**src/rtl/sram_sp_bist_ctrl.sv**
```systemverilog
// rtl/sram_sp_bist_ctrl.sv - March C- BIST controller driving a single-port byte-enabled SRAM
// Define SRAM_BIST_DIAG_EN to capture FAIL_ADDR/FAIL_DATA at the first mismatch.
module sram_sp_bist_ctrl #(
   parameter int AW = 14,
   parameter int DW = 32
) (
   input  logic            CLK,
   input  logic            RESETn,
   input  logic            START,
   output logic            BUSY,
   output logic            DONE,
   output logic            FAIL,
   output logic [AW-1:0]   FAIL_ADDR,
   output logic [DW-1:0]   FAIL_DATA,
   output logic            CEN,
   output logic [DW/8-1:0] BEN,
   output logic            GWEN,
   output logic [AW-1:0]   A,
   output logic [DW-1:0]   D,
   input  logic [DW-1:0]   Q
);

   typedef enum logic [3:0] {
      S_IDLE, S_M0, S_M1, S_M2, S_M3, S_M4, S_M5, S_FLUSH, S_END
   } state_t;

   localparam logic [AW-1:0] ADDR_ONE  = AW'(1);
   localparam logic [AW-1:0] ADDR_LAST = '1;

   state_t          state, state_nx;
   logic [AW-1:0]   addr, addr_nx;
   logic            phase, phase_nx;
   logic            elem_last, two_op, cur_read, mismatch, start_run;
   logic            cmp_valid, fail_r;
   logic [DW-1:0]   cmp_exp;
   logic            cen_r, gwen_r, cen_nx, gwen_nx, wr_nx, act_nx;
   logic [DW/8-1:0] ben_r, ben_nx;
   logic [AW-1:0]   a_r, a_nx;
   logic [DW-1:0]   d_r, d_nx;

   function automatic logic is_march(input state_t s);
      return s inside {[S_M0:S_M5]};
   endfunction

   function automatic logic is_desc(input state_t s);
      return (s == S_M3) || (s == S_M4);
   endfunction

   function automatic logic op_write(input state_t s, input logic ph);
      case (s)
         S_M0:                   return 1'b1;
         S_M1, S_M2, S_M3, S_M4: return ph;
         default:                return 1'b0;
      endcase
   endfunction

   // Background for the op: write data for writes, expected value for reads.
   function automatic logic [DW-1:0] op_data(input state_t s, input logic ph);
      logic [DW-1:0] ones;
      ones = '1;
      case (s)
         S_M1, S_M3: return ph ? ones : '0;
         S_M2, S_M4: return ph ? '0 : ones;
         default:    return '0;
      endcase
   endfunction

   assign two_op    = state inside {[S_M1:S_M4]};
   assign elem_last = is_desc(state) ? (addr == '0) : (addr == ADDR_LAST);
   assign cur_read  = is_march(state) && !op_write(state, phase);
   assign mismatch  = cmp_valid && (Q != cmp_exp);
   assign start_run = ((state == S_IDLE) || (state == S_END)) && START;

   always_ff @(posedge CLK or negedge RESETn) begin
      if (!RESETn) begin
         state <= S_IDLE;
         addr  <= '0;
         phase <= 1'b0;
      end else begin
         state <= state_nx;
         addr  <= addr_nx;
         phase <= phase_nx;
      end
   end

   always_comb begin
      state_nx = state;
      addr_nx  = addr;
      phase_nx = phase;
      case (state)
         S_IDLE, S_END: begin
            if (START) begin
               state_nx = S_M0;
               addr_nx  = '0;
               phase_nx = 1'b0;
            end
         end
         S_FLUSH: state_nx = S_END;
         default: begin
            if (two_op && !phase) begin
               phase_nx = 1'b1;
            end else begin
               phase_nx = 1'b0;
               if (elem_last) begin
                  state_nx = state_t'(state + 4'd1);
                  addr_nx  = is_desc(state_nx) ? ADDR_LAST : '0;
               end else begin
                  addr_nx = is_desc(state) ? (addr - ADDR_ONE) : (addr + ADDR_ONE);
               end
            end
         end
      endcase
      if (mismatch) begin
         state_nx = S_END;
         addr_nx  = '0;
         phase_nx = 1'b0;
      end

      // Port values for the op that will be on the SRAM port next cycle.
      act_nx  = is_march(state_nx);
      wr_nx   = act_nx && op_write(state_nx, phase_nx);
      cen_nx  = !act_nx;
      gwen_nx = !wr_nx;
      ben_nx  = {(DW/8){!wr_nx}};
      a_nx    = act_nx ? addr_nx : '0;
      d_nx    = wr_nx ? op_data(state_nx, phase_nx) : '0;
   end

   always_ff @(posedge CLK or negedge RESETn) begin
      if (!RESETn) begin
         cen_r     <= 1'b1;
         gwen_r    <= 1'b1;
         ben_r     <= '1;
         a_r       <= '0;
         d_r       <= '0;
         cmp_valid <= 1'b0;
         cmp_exp   <= '0;
         fail_r    <= 1'b0;
      end else begin
         cen_r     <= cen_nx;
         gwen_r    <= gwen_nx;
         ben_r     <= ben_nx;
         a_r       <= a_nx;
         d_r       <= d_nx;
         cmp_valid <= cur_read && !mismatch;
         cmp_exp   <= op_data(state, phase);
         if (start_run)
            fail_r <= 1'b0;
         else if (mismatch)
            fail_r <= 1'b1;
      end
   end

`ifdef SRAM_BIST_DIAG_EN
   logic [AW-1:0] cmp_addr, fail_addr_r;
   logic [DW-1:0] fail_data_r;

   always_ff @(posedge CLK or negedge RESETn) begin
      if (!RESETn) begin
         cmp_addr    <= '0;
         fail_addr_r <= '0;
         fail_data_r <= '0;
      end else begin
         cmp_addr <= addr;
         if (start_run) begin
            fail_addr_r <= '0;
            fail_data_r <= '0;
         end else if (mismatch && !fail_r) begin
            fail_addr_r <= cmp_addr;
            fail_data_r <= Q;
         end
      end
   end

   assign FAIL_ADDR = fail_addr_r;
   assign FAIL_DATA = fail_data_r;
`else
   assign FAIL_ADDR = '0;
   assign FAIL_DATA = '0;
`endif

   // The op issued in the mismatch cycle is dropped so the aborted run leaves no extra access.
   assign CEN  = cen_r | mismatch;
   assign GWEN = gwen_r;
   assign BEN  = ben_r;
   assign A    = a_r;
   assign D    = d_r;
   assign BUSY = is_march(state) || (state == S_FLUSH);
   assign DONE = (state == S_END);
   assign FAIL = fail_r;

endmodule

```
**config.mk**
```make
export PLATFORM = sky130hd
export DESIGN_NAME = sram_sp_bist_ctrl
export DESIGN_NICKNAME = d
export VERILOG_FILES = /design/src/rtl/sram_sp_bist_ctrl.sv
export SDC_FILE = /design/constraint.sdc
export NUM_CORES = 1
export LEC_CHECK = 0
export CAP_MARGIN = 0
export CELL_PAD_IN_SITES_DETAIL_PLACEMENT = 1
export CELL_PAD_IN_SITES_GLOBAL_PLACEMENT = 1
export CORE_AREA = 3 3 108 121
export CTS_CLUSTER_SIZE = 8
export DETAILED_ROUTE_END_ITERATION = 16
export DIE_AREA = 0 0 111 124
export GPL_TIMING_DRIVEN = 0
export HOLD_SLACK_MARGIN = 0.06
export PLACE_DENSITY = 0.74
export SLEW_MARGIN = 10
export SYNTH_ARGS = -nofsm -noshare
export SYNTH_HDL_FRONTEND = slang
export SYNTH_SLANG_ARGS = --single-unit
export TNS_END_PERCENT = 30
```
**constraint.sdc**
```tcl
create_clock -name CLK -period 3.6 [get_ports CLK]
set_clock_uncertainty 0.1 [all_clocks]
set_input_delay 0.72 -clock CLK [delete_from_list [all_inputs] [get_ports CLK]]
set_output_delay 0.72 -clock CLK [all_outputs]
set_load 0.05 [all_outputs]
```
---- Word level (Yosys, flattened, before mapping) ----
Index checks and enable logic that the tools add are counted.
storage, ports and cells
  logic and storage cells ................. 94
  register bits after elaboration ......... 102
  output and inout bits ................... 101
  input bits .............................. 35
operators by class
  eq/ne operators ......................... 16
  $lt $le $gt $ge ......................... 6
  multiplexer cells ....................... 29
  add/subtract/negate cells ............... 3
  reductions and logical operators ........ 28
  bitwise gates (word level) .............. 1
operators by type and width
  operator                                                         number
  2-to-1 mux 32 bit                                                5
  one-hot mux 32 bit (2 select lines)                              2
  2-to-1 mux 14 bit                                                7
  inequality test 32 bit                                           1
  equality test 4 x 3 -> 1 bit (second input constant)             7
  one-hot mux 14 bit (2 select lines)                              1
  equality test 4 x 2 -> 1 bit (second input constant)             4
  2-to-1 mux 4 bit                                                 4
  adder 14 x 1 -> 14 bit (second input constant)                   1
  equality test 14 bit (second input constant)                     1
  logical NOT 14 bit                                               1
  subtractor 14 x 1 -> 14 bit (second input constant)              1
  less-or-equal comparator 4 x 3 -> 1 bit (second input constant)  3
  OR reduction 2 bit                                               5
  logical AND 1 bit                                                9
  equality test 4 x 1 -> 1 bit (second input constant)             2
  >= comparator 4 x 1 -> 1 bit (second input constant)             2
  one-hot mux 4 bit (2 select lines)                               1
  OR reduction 4 bit                                               2
  2-to-1 mux 1 bit                                                 6
  one-hot mux 1 bit (2 select lines)                               3
  logical NOT 1 bit                                                5
  adder 4 x 1 -> 4 bit (second input constant)                     1
  equality test 4 bit (second input constant)                      1
  5 further kinds                                                  8

---- Depth between registers and ports, before layout ----
Gate-level depths: netlist (run 1).
  depth in word-level cells ............... 12
  depth in mapped cells ................... 13
  mapped depth without buffers ............ 13

---- Worst setup path after synthesis (run 1) ----
Ideal clock, no wire load.
  path type ............................... flip-flop to flip-flop
  start point ............................. register state[0]
  end point ............................... register a_r[12], in the netlist A[12]
  required time ........................... 3362 ps
  arrival ................................. 3093 ps
  clock period less this slack ............ 3331 ps
  library setup time ...................... 138 ps
  stages on the path, launching flop included .. 14
  path slack .............................. 269 ps
  buffers on the path ..................... 0
  path through ............................ dfrtp_1 inv_1 ha_1 nor2_2 nor2b_4 ha_1 a211o_1 a211oi_1 o21bai_1 a21oi_1 o21ai_0 or3_1 a32oi_1 nor4_1
on the way
  word-level cells in the longest chain between the ends .. 10
  elaborated cells between the ends (all ways) .. 31
  classes of those cells .................. 1 x add/sub; 4 x order compare; 6 x eq/ne; 13 x mux; 7 x reduce/logical
ends and longest elaborated chain
  element                                                                       RTL line  RTL
  start: declaration                                                            30        state_t state, state_nx;
  start signal: assignment                                                      80        state <= state_nx;
  parallel branches: the longest is 9 deep, another holds adder 4 x 1 -> 4 bit  --
  2-to-1 mux 14 bit *                                                           125       a_nx = act_nx ? addr_nx : '0;
  net a_nx[12]                                                                  38        logic [AW-1:0] a_r, a_nx;
  end signal: assignment                                                        143       a_r <= a_nx;
  end: declaration                                                              38
Mark *: on every way through the listed nets, which the timed path passes.
A chain may end at the register's enable or synchronous reset.

---- Final worst setup path (run 1) ----
  start point ............................. input Q[26]
  end point ............................... output CEN
on the way
  word-level cells in the longest chain between the ends .. 3
ends and longest elaborated chain
  element                 RTL line  RTL
  start: declaration      20        input logic [DW-1:0] Q
  inequality test 32 bit  71        assign mismatch = cmp_valid && (Q != cmp_exp);
  logical AND 1 bit       71
  OR 1 bit                183       assign CEN = cen_r | mismatch;
  end: declaration        15        output logic CEN,
Every way passes these cells.

==> results of run 1 <==
worst register-to-register path: stages, from the launching register on:
cell and delay [ns]:
dfrtp_2 0.44, inv_2 0.10, ha_4 0.20, nor2_4 0.16, nor2b_4 0.09, fa_1 0.43, a211o_1 0.36, a211oi_1 0.24
o21bai_1 0.17, a21oi_2 0.22, o21ai_0 0.12, or3_1 0.31, a32oi_1 0.25, nor4_1 0.09
registers in the layout, summed over array words and instances, names as in the netlist:
signal	count
A	14
addr	14
state	4
BEN	1
D	1
FAIL	1
cen_r	1
cmp_exp	1
cmp_valid	1
phase	1
cell type report:
| type | instances | area (µm²) | share of cell area |
|---|---|---|---|
| Multi-Input combinational cell | 290 | 1970 | 0.398 |
| Sequential cell | 39 | 981 | 0.198 |
| Timing Repair Buffer | 94 | 938 | 0.190 |
| Buffer | 89 | 679 | 0.137 |
| Tap cell | 154 | 193 | 0.0390 |
| Clock buffer | 5 | 125 | 0.0253 |
| Inverter | 10 | 37.5 | 0.00759 |
| Clock inverter | 3 | 20.0 | 0.00405 |
report_power, final:
part | switching (mW) | internal (mW) | total, mW | leakage (nW)
Clock | 0.178 | 0.255 | 0.433 | 0.0658
Sequential | 0 | 0.438 | 0.438 | 0.502
Combinational | 0.134 | 0.0719 | 0.205 | 1.68
Total | 0.312 | 0.766 | 1.08 | 2.25
repair_timing:
| item | CTS | global route |
|---|---|---|
| pin swaps | 1 | 1 |
| buffers inserted | 3 | 1 |
| setup endpoints to repair | 11 | 10 |
| resized for setup | 6 | 12 |
| hold buffers | 0 | 0 |
cells in the mapped netlist, drive strengths merged (8+ instances only):
cell type	count
nand2	28
nor4	8
xnor2	9
nor3	12
buf	87
nor3b	11
inv	10
ha	18
a21oi	26
dfrtp	37
nand3	13
o21ai	19
nor2	18
cells by family (layout without fill, tap and decap cells):
family | count (synthesis) | count (layout) | synth area share
compound gates | 83 | 83 | 0.164
xor+xnor | 14 | 14 | 0.0356
fa+ha+maj | 19 | 19 | 0.0712
buf+inv | 99 | 201 | 0.208
flops | 39 | 39 | 0.284
mux | 2 | 2 | 0.00618
other cells | 1 | 46 | 0.00109
simple gates | 126 | 126 | 0.229
worst max path at each step:
stage / end / slack [ns]
floorplan: A[12] / 0.27
global placement: CEN / -0.45
detailed placement: CEN / -0.51
CTS: CEN / -0.05
global route: CEN / -0.002
finish: CEN / 0.09
routing by layer:
| metal | up-vias | wire length, µm | GRT usage |
|---|---|---|---|
| li1 | 1532 | - | - |
| met1 | 1510 | 4030 | 0.164 |
| met2 | 94 | 5010 | 0.253 |
| met3 | 14 | 522 | 0.0316 |
| met4 | 0 | 213 | 0.0385 |
| met5 | - | 0 | 0 |
through the flow:
step | hold slack [ns] | setup TNS (ns) | util | total power, mW | instance area [µm²]
floorplan | 0.324 | 0 | - | 0.594 | 3610
global placement | 0.394 | -1.90 | 0.394 | 0.643 | 4690
detailed placement | 0.397 | -2.87 | 0.395 | 0.648 | 4720
CTS | 0.286 | -0.0453 | 0.411 | 1.09 | 4900
global route | 0.302 | -0.00227 | 0.414 | 1.12 | 4940
finish | 0.277 | 0 | 0.414 | 1.08 | 4940
==> reports/metrics.cfg, run 1 <==
[cts]
numCtsBuffers=5
cts.clk_slew.worst_paths_ns=0.06
htree_levels=2
cts-root-buf=clkbuf_16
cts_tree=built
clk_latency_ns=0.28
cts_buffer_depth=2
clock_sinks=39

[worst_setup_path]
r2r-end=A[12]
crit_slowest_cell=or4_1
cp_top_family=simple AND/OR/NAND/NOR gates
criticalPathCategory=input pin to primary output
cp_cell_sequence=clkdlybuf4s50_1 -> or4_1 -> nor4_1 -> o22ai_1 -> o21ai_4 -> nand2b_1 -> buf_2
critPathRequiredTime_ns=2.78
crit_fanout=2
r2r_cells=13
crit_path_start=Q[26]
cp.depth=7
cp_num_buf_inv=2
cpPeakStageDelay_ns=0.54
r2r-start=state[1]
crit_path_start_kind=input pin
r2r_slack_ns=0.17
worstPathArrival_ns=2.69
cp-end-kind=primary output

[logic_synthesis]
synth_top_area_cell=dfrtp_1
synth_top_area_share=0.269
ys_ff_latch=39
seq_area_frac_synth=0.284
syn_area_um2=3440
synth_edf_count=0
synthArstFlopShare=1.00
yosys-top-cells-area=dfrtp_1, buf_4, ha_1, a21oi_1, nand2_1
syn_area_per_cell_um2=8.99
dominantRegCellSynth=dfrtp_1
synth_cells=383
ys_warn_count=0
synth_cell_type_count=68

[floorplan]
initial_core_util=0.289
num_rows=42
die_x_um=111
ios=136
die_h_um=124
die_area_um2=13800
core_um2=11900

[detailed_routing]
routedWlPerCell_um=14.3
drtPass1Iterations=4
totalWireLength_mm=9.77
drc=0
drt_iter0_markers=123
vias_per_cell=4.61
ant_nets=0
vias=3150

[placed_design]
hpwl_mm=7.81
gp_congestion=0.808
placed_cells=672
preCtsSetupSlack_ns=-0.506
portBuffers=89

[global_route]
grt_first_pass_wirelength_mm=16.0
grt_util_all_layers=0.139
grt_pass1_vias=3219
grt_overflow_total=0
grt_max_degree=33
antenna_found_initial=0

[cells_and_area]
fin_cells=684
fillers=1415
nNetsFinal=583
synthToLayoutAreaGrowth_pct=43.6
layout_common_cells=clkdlybuf4s50_1, buf_4, conb_1
n_antenna_cell=0
layout_commonest_cell=clkdlybuf4s50_1
drive_gt1_frac=0.264

[status]
status=complete, no violations

[power_and_ir_drop]
power_density_nw_per_um2=218
leakage_nw=2.25
peakVddDrop_mv=0.245

[timing]
rsz0062_at_grt=true
maxSlewHeadroom=0.422
max_slew.worst_pin.slew_ns=0.867
max_freq_mhz=285
fin_crit_sh=0.976
maxSlewViolCount=0
worst_slack_ns=0.0872
hold_violations=0
setup-violations-final=0
min_period_ns=3.51

[flow_run]
cap_viol_max_count=0

[min_path]
min_path_type=input pin to asynchronous set/reset pin

Power figures use the tool's default switching activity.
==> inputs of run 2 (changes only) <==
Settings changed: SKIP_LAST_GASP set to 1, TNS_END_PERCENT 30 to unset.
==> run 2 against run 1 <==
  * Wire length rose by 0.17%
  * Power barely moved
  * Via count shrank 0.22%
  * Critical endpoint unchanged
  * Flip-flop and latch count did not move
  * Combinational power hardly changed
  * Fmax increased by 1.8%
  * Die area is the same
==> reports/metrics.cfg, run 2 (synthesis gave the netlist of run 1 again) <==
[power_and_ir_drop]
clock_power_share=0.402  ; about the same
switching_share=0.290  ; was 0.289
combPwrFrac=0.191  ; about the same
leakage_nw=2.26  ; was 2.25 nW
p_switching_mw=0.313  ; was 0.312 mW
intPower_mw=0.766  ; about the same
seq_power_share=0.407  ; about the same
peakVddDrop_mv=0.245  ; about the same
p_total_mw=1.08  ; about the same
power_density_nw_per_um2=218  ; about the same

[global_route]
grt_util_all_layers=0.139  ; unchanged
antenna_found_initial=0  ; unchanged
grt_pass1_vias=3219  ; unchanged
grt_max_degree=33  ; unchanged
grt_overflow_total=0  ; unchanged
grt_first_pass_wirelength_mm=16.0  ; unchanged

[cts]
htree_levels=2  ; unchanged
numCtsBuffers=5  ; unchanged
clock_sinks=39  ; unchanged
cts_tree=built  ; unchanged
postCtsHoldBufs=0  ; unchanged
cts_buffer_depth=2  ; unchanged
cts.clk_slew.worst_paths_ns=0.06  ; about the same
cts-root-buf=clkbuf_16  ; unchanged
clk_latency_ns=0.28  ; about the same

[worst_setup_path]
cp_cell_sequence=clkdlybuf4s50_1 -> or4_1 -> nor4_2 -> o22ai_2 -> o21ai_4 -> nand2b_1 -> buf_2  ; was clkdlybuf4s50_1 -> or4_1 -> nor4_1 -> o22ai_1 -> o21ai_4 -> nand2b_1 -> buf_2
crit_path_start_kind=input pin  ; unchanged
crit_slowest_cell=or4_1  ; unchanged
worstPathArrival_ns=2.63  ; was 2.69 ns
crit_fanout=2  ; unchanged
cp-end-kind=primary output  ; unchanged
cpPeakStageDelay_ns=0.55  ; was 0.54 ns
critPathRequiredTime_ns=2.78  ; about the same
criticalPathCategory=input pin to primary output  ; unchanged

[floorplan]
ios=136  ; unchanged
num_rows=42  ; unchanged
initial_core_util=0.289  ; unchanged
die_area_um2=13800  ; unchanged
die_x_um=111  ; unchanged
die_h_um=124  ; unchanged
core_um2=11900  ; unchanged

[detailed_routing]
drc=0  ; unchanged
totalWireLength_mm=9.79  ; was 9.77 mm
drt_iter0_markers=129  ; was 123
ant_nets=0  ; unchanged
drtPass1Iterations=4  ; unchanged
vias=3143  ; was 3,150
vias_per_cell=4.60  ; was 4.61
routedWlPerCell_um=14.3  ; about the same

[timing]
max_freq_mhz=290  ; was 285 MHz
hold_violations=0  ; unchanged
rsz0062_at_grt=false  ; was true
max_slew.worst_pin.slew_ns=0.867  ; about the same
maxSlewHeadroom=0.422  ; unchanged
whs_ns=0.277  ; about the same
fin_crit_sh=0.958  ; was 0.976
min_period_ns=3.45  ; was 3.51 ns
setup-violations-final=0  ; unchanged
maxSlewViolCount=0  ; unchanged

[placed_design]
placed_cells=672  ; unchanged
gp_congestion=0.808  ; unchanged
portBuffers=89  ; unchanged
hpwl_mm=7.81  ; unchanged

[min_path]
min_path_type=input pin to asynchronous set/reset pin  ; unchanged

[cells_and_area]
fillers=1414  ; was 1,415
nNetsFinal=583  ; unchanged
drive_gt1_frac=0.268  ; was 0.264
layout_common_cells=clkdlybuf4s50_1, buf_4, conb_1  ; unchanged
synthToLayoutAreaGrowth_pct=43.9  ; was 43.6%
n_antenna_cell=0  ; unchanged
fin_cells=684  ; unchanged
layout_commonest_cell=clkdlybuf4s50_1  ; unchanged

[flow_run]
cap_viol_max_count=0  ; unchanged

[status]
status=complete, no violations  ; unchanged

run 2: critical path: cells and delay by family:
| family | cells | cell delay, ns |
|---|---|---|
| simple gates | 3 | 0.90 |
| buf+inv | 2 | 0.63 |
| compound gates | 2 | 0.37 |
run 2: routing by layer:
metal,global-route usage,up-vias,part of all wire
li1,-,1532,-
met1,0.164,1505,0.41
met2,0.253,92,0.51
met3,0.0316,14,0.053
met4,0.0385,0,0.022
met5,0,-,0
run 2: layout make-up:
type | count | area [µm²] | share of cell area
tap | 154 | 193 | 0.0389
clock inverter | 3 | 20.0 | 0.00404
clock buffer | 5 | 125 | 0.0253
sequential | 39 | 981 | 0.198
buffer | 89 | 679 | 0.137
timing repair buffer | 94 | 938 | 0.189
inverter | 10 | 37.5 | 0.00758
multi-input combinational | 290 | 1980 | 0.400
run 2: final timing paths:
path	endpoint	cells past startpoint	slack, ns	start
max	CEN	7	0.15	Q[26]
min	A[11]	1	0.28	RESETn
max reg2reg	A[12]	13	0.17	state[1]
min reg2reg	FAIL	1	0.40	FAIL
max in group asynchronous	state[2]	2	2.66	RESETn
min in group CLK	FAIL	1	0.40	FAIL
run 2: stage by stage:
stage | util | cell area [µm²] | setup TNS (ns) | setup WS [ns]
final | 0.415 | 4950 | 0 | 0.150
after CTS | 0.411 | 4900 | -0.0453 | -0.0453
after floorplan | - | 3610 | 0 | 0.269
after global placement | 0.394 | 4690 | -1.90 | -0.449
after global routing | 0.415 | 4950 | 0 | 0.00672
after detailed placement | 0.395 | 4720 | -2.87 | -0.506
run 2: what timing repair did:
action,in CTS,in global routing
endpoints found under the setup margin,11,10
gates cloned,0,0
gates resized for setup,6,14
pin swaps,1,1
buffers inserted,3,1
run 2: power by group through the flow:
stage | clock network, mW | logic, mW | registers [mW]
after global routing | 0.466 | 0.218 | 0.438
after floorplan | 0 | 0.147 | 0.447
after CTS | 0.445 | 0.202 | 0.438
final | 0.434 | 0.206 | 0.438
after global placement | 0 | 0.196 | 0.446
after detailed placement | 0 | 0.202 | 0.446
